===== src/rtl/viterbi_pkg.sv =====
// ----------------------------------------------------------------------------
// viterbi_pkg
// Definitions shared by the K=3 convolutional encoder and the Viterbi
// decoder: default generator polynomials, the shift-register state encoding
// and the encoder control-FSM type.
//
// Build option: TAIL_FLUSH_EN adds the TAIL state used for zero-tail flushing.
// ----------------------------------------------------------------------------
package viterbi_pkg;

    // Generator polynomials, taps ordered {b, sr[1], sr[0]}
    localparam logic [2:0] G0_DEFAULT = 3'b111;
    localparam logic [2:0] G1_DEFAULT = 3'b101;

    // Shift-register state encoding {sr[1], sr[0]}, shared with the decoder
    localparam logic [1:0] ST_00 = 2'b00;
    localparam logic [1:0] ST_10 = 2'b10;
    localparam logic [1:0] ST_01 = 2'b01;
    localparam logic [1:0] ST_11 = 2'b11;

    // Encoder control states
`ifdef TAIL_FLUSH_EN
    typedef enum logic [1:0] {
        IDLE = 2'd0,
        RUN  = 2'd1,
        TAIL = 2'd2
    } enc_state_t;
`else
    typedef enum logic [1:0] {
        IDLE = 2'd0,
        RUN  = 2'd1
    } enc_state_t;
`endif

endpackage


===== src/rtl/conv_branch_out.sv =====
// ----------------------------------------------------------------------------
// conv_branch_out
// Combinational branch-output function of the rate-1/2, K=3 code. The decoder
// instantiates the same block to label its trellis branches.
//
// Ports:
//   b    in  1  input bit for this branch
//   sr   in  2  current shift-register state {sr[1], sr[0]}
//   sym  out 2  code symbol {c0, c1}
// ----------------------------------------------------------------------------
module conv_branch_out
    import viterbi_pkg::*;
#(
    parameter logic [2:0] G0 = G0_DEFAULT,
    parameter logic [2:0] G1 = G1_DEFAULT
) (
    input  logic       b,
    input  logic [1:0] sr,
    output logic [1:0] sym
);

    logic [2:0] taps;

    assign taps   = {b, sr};
    assign sym[1] = ^(G0 & taps);
    assign sym[0] = ^(G1 & taps);

endmodule


===== src/rtl/conv_enc_k3.sv =====
// ----------------------------------------------------------------------------
// conv_enc_k3
// Rate-1/2, K=3 convolutional encoder with ready/valid handshakes on both
// sides and a one-deep registered output.
//
// Build option: TAIL_FLUSH_EN
//   defined   : after the i_last bit, two zero tail bits are encoded and the
//               second tail symbol carries o_last (N bits -> N+2 symbols).
//   undefined : o_last rides on the i_last bit's symbol and the shift register
//               is cleared right after it (N bits -> N symbols).
//
// Ports:
//   clk      in   1      clock, rising edge
//   rst      in   1      asynchronous reset, active low
//   i_bit    in   1      information bit
//   i_valid  in   1      qualifies i_bit / i_last
//   i_last   in   1      final information bit of the frame
//   o_ready  out  1      encoder accepts i_bit this cycle
//   o_sym    out  2      code symbol {c0, c1}
//   o_valid  out  1      qualifies o_sym / o_last
//   i_ready  in   1      downstream accepts o_sym this cycle
//   o_last   out  1      final symbol of the frame
//   o_st     out  2      current shift-register state
//   o_cnt    out  CNT_W  symbols emitted in the current frame (saturating)
// ----------------------------------------------------------------------------
module conv_enc_k3
    import viterbi_pkg::*;
#(
    parameter logic [2:0]  G0    = G0_DEFAULT,
    parameter logic [2:0]  G1    = G1_DEFAULT,
    parameter int unsigned CNT_W = 8
) (
    input  logic             clk,
    input  logic             rst,
    input  logic             i_bit,
    input  logic             i_valid,
    input  logic             i_last,
    output logic             o_ready,
    output logic [1:0]       o_sym,
    output logic             o_valid,
    input  logic             i_ready,
    output logic             o_last,
    output logic [1:0]       o_st,
    output logic [CNT_W-1:0] o_cnt
);

    enc_state_t state, state_next;
    logic [1:0] sr;
    logic [1:0] sym;
    logic       out_free;
    logic       in_xfer;
    logic       load;
    logic       load_b;
    logic       load_last;
    logic       first_sym;
`ifdef TAIL_FLUSH_EN
    logic       tail_second;
    logic       tail_load;
`endif

    // The output register can take a new symbol when empty or being drained.
    assign out_free = !o_valid || i_ready;

`ifdef TAIL_FLUSH_EN
    assign o_ready   = out_free && (state != TAIL);
    assign tail_load = out_free && (state == TAIL);
`else
    assign o_ready   = out_free;
`endif

    assign in_xfer = i_valid && o_ready;
    assign o_st    = sr;

    conv_branch_out #(
        .G0 (G0),
        .G1 (G1)
    ) u_branch (
        .b   (load_b),
        .sr  (sr),
        .sym (sym)
    );

    // Decide what (if anything) is loaded into the output register this cycle
    // and where the control FSM goes next.
    always_comb begin
        state_next = state;
        load       = 1'b0;
        load_b     = 1'b0;
        load_last  = 1'b0;
        first_sym  = 1'b0;
        case (state)
            IDLE: begin
                if (in_xfer) begin
                    load      = 1'b1;
                    load_b    = i_bit;
                    first_sym = 1'b1;
`ifdef TAIL_FLUSH_EN
                    state_next = i_last ? TAIL : RUN;
`else
                    load_last  = i_last;
                    state_next = i_last ? IDLE : RUN;
`endif
                end
            end
            RUN: begin
                if (in_xfer) begin
                    load   = 1'b1;
                    load_b = i_bit;
`ifdef TAIL_FLUSH_EN
                    if (i_last) state_next = TAIL;
`else
                    load_last = i_last;
                    if (i_last) state_next = IDLE;
`endif
                end
            end
`ifdef TAIL_FLUSH_EN
            TAIL: begin
                if (tail_load) begin
                    load = 1'b1;
                    if (tail_second) begin
                        load_last  = 1'b1;
                        state_next = IDLE;
                    end
                end
            end
`endif
            default: state_next = IDLE;
        endcase
    end

    // Control state register.
    always_ff @(posedge clk or negedge rst) begin
        if (!rst) state <= IDLE;
        else      state <= state_next;
    end

`ifdef TAIL_FLUSH_EN
    // Tracks which of the two tail bits is next; it toggles back to zero
    // after the second one so the next frame starts clean.
    always_ff @(posedge clk or negedge rst) begin
        if (!rst)           tail_second <= 1'b0;
        else if (tail_load) tail_second <= !tail_second;
    end
`endif

    // Shift register; the frame-final load always returns it to zero state.
    always_ff @(posedge clk or negedge rst) begin
        if (!rst) begin
            sr <= ST_00;
        end else if (load) begin
            if (load_last) sr <= ST_00;
            else           sr <= {load_b, sr[1]};
        end
    end

    // Output register: loads a new symbol, or empties once consumed, and
    // otherwise holds its contents while downstream stalls.
    always_ff @(posedge clk or negedge rst) begin
        if (!rst) begin
            o_sym   <= 2'b00;
            o_valid <= 1'b0;
            o_last  <= 1'b0;
        end else if (load) begin
            o_sym   <= sym;
            o_valid <= 1'b1;
            o_last  <= load_last;
        end else if (i_ready) begin
            o_valid <= 1'b0;
            o_last  <= 1'b0;
        end
    end

    // Per-frame symbol counter; restarts at 1 on a frame's first symbol,
    // saturates, and holds its final value between frames.
    always_ff @(posedge clk or negedge rst) begin
        if (!rst) begin
            o_cnt <= '0;
        end else if (load) begin
            if (first_sym)              o_cnt <= CNT_W'(1);
            else if (o_cnt != '1)       o_cnt <= o_cnt + CNT_W'(1);
        end
    end

endmodule


===== config.mk =====
export PLATFORM = sky130hd
export DESIGN_NAME = conv_enc_k3
export DESIGN_NICKNAME = d
export VERILOG_FILES = /design/src/rtl/viterbi_pkg.sv /design/src/rtl/conv_branch_out.sv /design/src/rtl/conv_enc_k3.sv
export SDC_FILE = /design/constraint.sdc
export NUM_CORES = 1
export LEC_CHECK = 0
export ABC_AREA = 1
export CORE_MARGIN = 8
export CORE_UTILIZATION = 50
export DETAILED_ROUTE_END_ITERATION = 8
export GPL_TIMING_DRIVEN = 0
export PLACE_DENSITY = 0.77
export SYNTH_ARGS = -nofsm -noshare
export SYNTH_HDL_FRONTEND = slang
export SYNTH_SLANG_ARGS = --single-unit
export TNS_END_PERCENT = 5

===== constraint.sdc =====
create_clock -name clk -period 2.7 [get_ports clk]
set_input_delay 0.405 -clock clk [delete_from_list [all_inputs] [get_ports clk]]
set_output_delay 0.405 -clock clk [all_outputs]
set_load 0.01 [all_outputs]

After elaboration in Yosys (flattened, before gate mapping). Index checks and enable logic that the tools add are counted.

$add $sub $neg: 1. Eq/ne operators: 5. Mux-type cells: 18. Reduce and logical (&&, ||, !) cells: 11.

Operators by type and width (count): $mux W8 (2); $mux W1 (11); $add A8 B1 Y8 const B (1); $mux W2 (4); $ne A8 B8 Y1 const B (1); $ne A2 B2 Y1 const B (3); $reduce_xor A3 Y1 (2); $pmux W2 S2 (1); $reduce_bool A2 Y1 (2); $reduce_and A3 Y1 (1); $eq A2 B1 Y1 const B (1); $logic_not A2 Y1 (1); $reduce_and A2 Y1 (1); $reduce_or A2 Y1 (1); $logic_and A1 B1 Y1 (1); $logic_not A1 Y1 (1); $logic_or A1 B1 Y1 (1).

Register bits: 16. Logic and storage cells: 41.

Longest topological paths before layout.
Depth in word-level cells: 7. Depth in mapped cells: 8. Depth with buffers taken out: 8.

Hierarchy. Synthesis repeated with hierarchy kept, for this count alone.

Cells, all modules: 108. Area total of the unflattened synthesis: 827.0 um2.

Modules (own cells, without submodules): conv_enc_k3 (times used 1, cells each 97, area each 783.3 um2, sequential area each 375.4 um2); conv_branch_out (times used 1, cells each 11, area each 43.8 um2, sequential area each 0.0 um2).

Worst setup path before layout. Ideal clock, no wire load.

Path type: register to register. Start: register o_cnt[0]. End: register o_cnt[1]. Library setup time: 0.116 ns. Data arrival time: 1.138 ns. Setup slack: 1.445 ns. Stages on the path, launching flop included: 9. Path through: dfrtp_1 > ha_1 > nand2_2 > nor2_2 > nand2_2 > nand3_4 > inv_2 > nand2_1 > nand2_1.

Cells in the longest elaborated chain, start to end: 3. Elaborated cells on any way between the ends: 6. Those cells by class: 1 x add/sub; 1 x eq/ne; 2 x mux; 2 x reduce/logical.

RTL lines: start: declaration (line conv_enc_k3.sv:44) `output logic [CNT_W-1:0] o_cnt`; start signal: assignment (line conv_enc_k3.sv:181) `else if (o_cnt != '1) o_cnt <= o_cnt + CNT_W'(1);`; $add A8 B1 Y8 or $ne A8 B8 Y1 (tied branches) (line conv_enc_k3.sv:181); $mux W8 or $reduce_bool A2 Y1 (tied branches); $mux W8 or $reduce_and A2 Y1 (tied branches).

Several ways; a longest one is shown, not always the timed one. The select of a mux whose other input is x is not followed. A chain may end at the register's enable or synchronous reset.

Worst setup path after layout.
Start: input port i_ready. End: output port o_ready.

Cells in the longest elaborated chain, start to end: 1.

RTL lines: start: declaration (line conv_enc_k3.sv:41) `input logic i_ready,`; $logic_or A1 B1 Y1 (line conv_enc_k3.sv:62) `assign out_free = !o_valid || i_ready;`; end: declaration (line conv_enc_k3.sv:38) `output logic o_ready,`.

Every way passes these cells.

==> summary.md <==
| Metric | Value |
|---|---|
| Status | complete, no violations |
| Sw power | roughly 0.00023 W |
| Die H | about 56 um |
| Crit-path cells | clkdlybuf4s50_1, inv_1, nand2_2, clkdlybuf4s50_1 |
| Largest net degree at the start of global routing | 16 |
| Post-route clock skew | ~0.0068 ns |
| Simple-Gate Fraction of Synth Area | 31.8% |
| Top Ports | 21 |
| CP max-delay cell | clkdlybuf4s50_1 |
| Core area | ~0.0015 mm^2 |
| CTS tree | yes |
| H-tree depth | 1 |
| FMAX | 518 MHz |
| # resized after CTS | 0 |
| Cts hold-fix bufs | 0 |
| Worst setup EP type | output port |
| Critical path class | primary input to output port |
| CTS buffer count | 3 |
| Clk root buf | clkbuf_4 |
| Detailed-placement wirelength estimate | 1350 um |
| Syn nets | 108 |
| Crit path time final | 1.93 ns |
| Adder-Cell Fraction of Synth Area | between 1.5 and 2% |
| Number of synthesis warnings | 0 |
| Switching share of power | 34.3% |
| Critical path arrival | 1.53 ns |
| Synth top area share | 45.8% |
| Final setup vio count | 0 |
| First-iteration detailed-routing DRC count | 12 |
| Startpoint Class | primary input |
| Syn Std Cell Area | 820 um^2 |
| Int Power | around 0.00044 W |
| Top cell by count, worst path | clkdlybuf4s50_1 |
| Synth Instances | 101 |
| Initial Util | 53.8% |
| Logic pwr share | 33.2% |
| Syn_area_per_cell | 8.11 um^2 |
| Cell taking the most area after synthesis | dfrtp_1 |
| Tightest Hold Check Type | primary input to asynchronous set/reset pin |
| Max-Cap Viols | 0 |
| IO Port Bufs | 20 |
| Pwr Density | roughly 620 mW/mm^2 |
| Clock share of power | 19.3% |
| Seq pwr share | 47.5% |
| Final worst-path cycle share | 71.5% |
| Final wirelength | 1730 um |
| CP required | 2.30 ns |
| Gr ovfl total | 0 |
| Layout cells sized above 1 | 14.4% |
| Final Hold Fails | 0 |
| Residual DRC count | 0 |
| Std cell rows | 14 |
| WP buf/inv | 3 |
| Fin. max-slew vios | 0 |
| Yosys cell types | 18 |
| ANT cells | 0 |
| FF-to-FF Start | o_cnt[0] |
| Synth Area in Compound Gates | between 8 and 9% |
| Wire per inst | 12.3 um |
| CTS sink cnt | 15 |
| Largest family of logic cells by synthesized area | simple AND/OR/NAND/NOR gates |
| Largest stage delay, worst path | 0.54 ns |
| Antenna Violating Nets Remaining | 0 |
| Post-Synth XOR/XNOR Area | 6.41% |
| RSZ-0062 raised after global routing | false |
| Final cell count without fillers | around 140 |
| # Post-CTS Setup Buffers | 0 |
| First-pass GRT wire length | 3020 um |
| Routability cong. | 0.811 |
| Sequential area share after synthesis | 45.8% |
| Dpl cells | approximately 140 |
| Synth-to-layout area growth | 30.1% |
| Gr usage total | 11.5% |
| Top delay family on crit path | buffers and inverters |
| Leakage | 0.476 nW |
| Die area | between 0.003 and 0.004 mm^2 |
| Worst Tran Pin Value | 0.675 ns |
| Vias in the first global route | 733 |
| Worst-path maximum fanout | 3 |
| Number of synthesized register bits | 15 |
| Vias | a little over 700 |
| Maximum clock insertion buffer count | 2 |
| Synth top area cells | dfrtp_1, nand2_1, o21ai_2 |
| Vias per cell | roughly 5.1 |
| Initial antenna violation count | 0 |
| Fin Setup TNS | 0 ns |
| Clk_lat worst skew | between 0.2 and 0.3 ns |
| Rel. slew slack | between 50% and 60% |
| Fin nets | 133 |
| CP startpoint | i_ready |
| Maximum vdd drop | 0.462 mV |
| Clock slew seen by the registers of the worst setup and hold paths | 0.09 ns |
| DRT Pass-1 Iters | 4 |
| Mux contribution to synthesized area | 0% |
| DIE WIDTH | 56.5 um |
[cell usage in the layout, fill, tap and decap left out, drive strengths merged]
cell / count
xnor2: 3
clkinv: 1
o31ai: 1
o21ai: 8
clkbuf: 4
inv: 10
a21oi: 2
ha: 1
dfrtp: 15
xor2: 3
nand2: 41
clkdlybuf4s50: 20
nand3: 7
nor2: 9
[metal layers]
metal | global-route usage (%) | share of wire [%] | vias to the layer above
met5 | 0 | 0 | -
met4 | 5.15 | 0.75 | 0
met3 | 4.72 | 6.6 | 2
met2 | 18.3 | 47 | 16
met1 | 13.0 | 46 | 341
li1 | - | - | 364
[state kept, by name, indices dropped and copies added, names as in the netlist]
| register | flops |
|---|---|
| o_cnt | 8 |
| o_last | 1 |
| o_st | 2 |
| o_sym | 2 |
| o_valid | 1 |
| state | 1 |
[synth_stat cells]
cell      count
nand2_4       1
clkinv_4      1
dfrtp_1      15
nor2_1        7
nand2_1      35
nand2_2       5
inv_1         9
nand3_1       6
ha_1          1
xor2_1        3
o21ai_2       4
xnor2_1       3
o31ai_1       1
inv_2         1
o21ai_0       4
a21oi_1       2
nor2_2        2
nand3_4       1
[logic make-up after synthesis]
kind of cell,Yosys count
AND/OR/NAND/NOR,57
flip-flops,15
AO/OA/AOI/OAI,11
buffers and inverters,11
XOR/XNOR,6
adder cells (fa/ha/maj),1
[power groups by stage]
stage               Combinational (W)  Sequential, W  Clock [W]
finish                       0.000221       0.000316   0.000128
global route                 0.000243       0.000323   0.000144
CTS                          0.000224       0.000316   0.000131
detailed placement           0.000223       0.000320          0
global placement             0.000219       0.000316          0
floorplan                   0.0000991       0.000329          0
[metrics by stage]
step / power, W / utilization [%] / hold WS, ns / setup WS [ns] / instance area [um^2]
detailed placement: 0.000543 / 68.2 / 0.517 / 0.767 / 1040
finish: 0.000665 / 70.0 / 0.528 / 0.770 / 1070
floorplan: 0.000429 / - / 0.109 / 1.45 / 820
CTS: 0.000671 / 70.0 / 0.542 / 0.759 / 1070
global placement: 0.000536 / 68.2 / 0.488 / 0.773 / 1040
global route: 0.000710 / 70.0 / 0.570 / 0.727 / 1070
[final cells by class]
class / count / area [um^2]
flip-flops and latches: 15 / 375
repair buffers: 20 / 200
inverters: 11 / 46.3
multi-input cells: 75 / 398
well taps: 16 / 20.0
clock buffers: 4 / 26.3
fillers: 126 / 458
[path summary, 6_finish.rpt]
kind                                 end  slack [ns]  cells after the start
worst max-delay path             o_ready        0.77                      4
worst min-delay path            o_cnt[1]        0.53                      1
worst max register to register  o_cnt[1]        1.34                      8
worst min register to register   o_valid        0.54                      2
max in group asynchronous        o_st[0]        1.74                      1
min in group clk                 o_valid        0.54                      2
[worst register-to-register path, cell delays in order, from the launching register on]
cell and delay [ns]:
dfrtp_1 0.44, ha_1 0.26, nand2_2 0.09, nor2_2 0.10
nand2_2 0.07, nand3_4 0.12, inv_2 0.07, nand2_1 0.06
nand2_1 0.05
No activity file was read; power rests on OpenSTA's default activity.
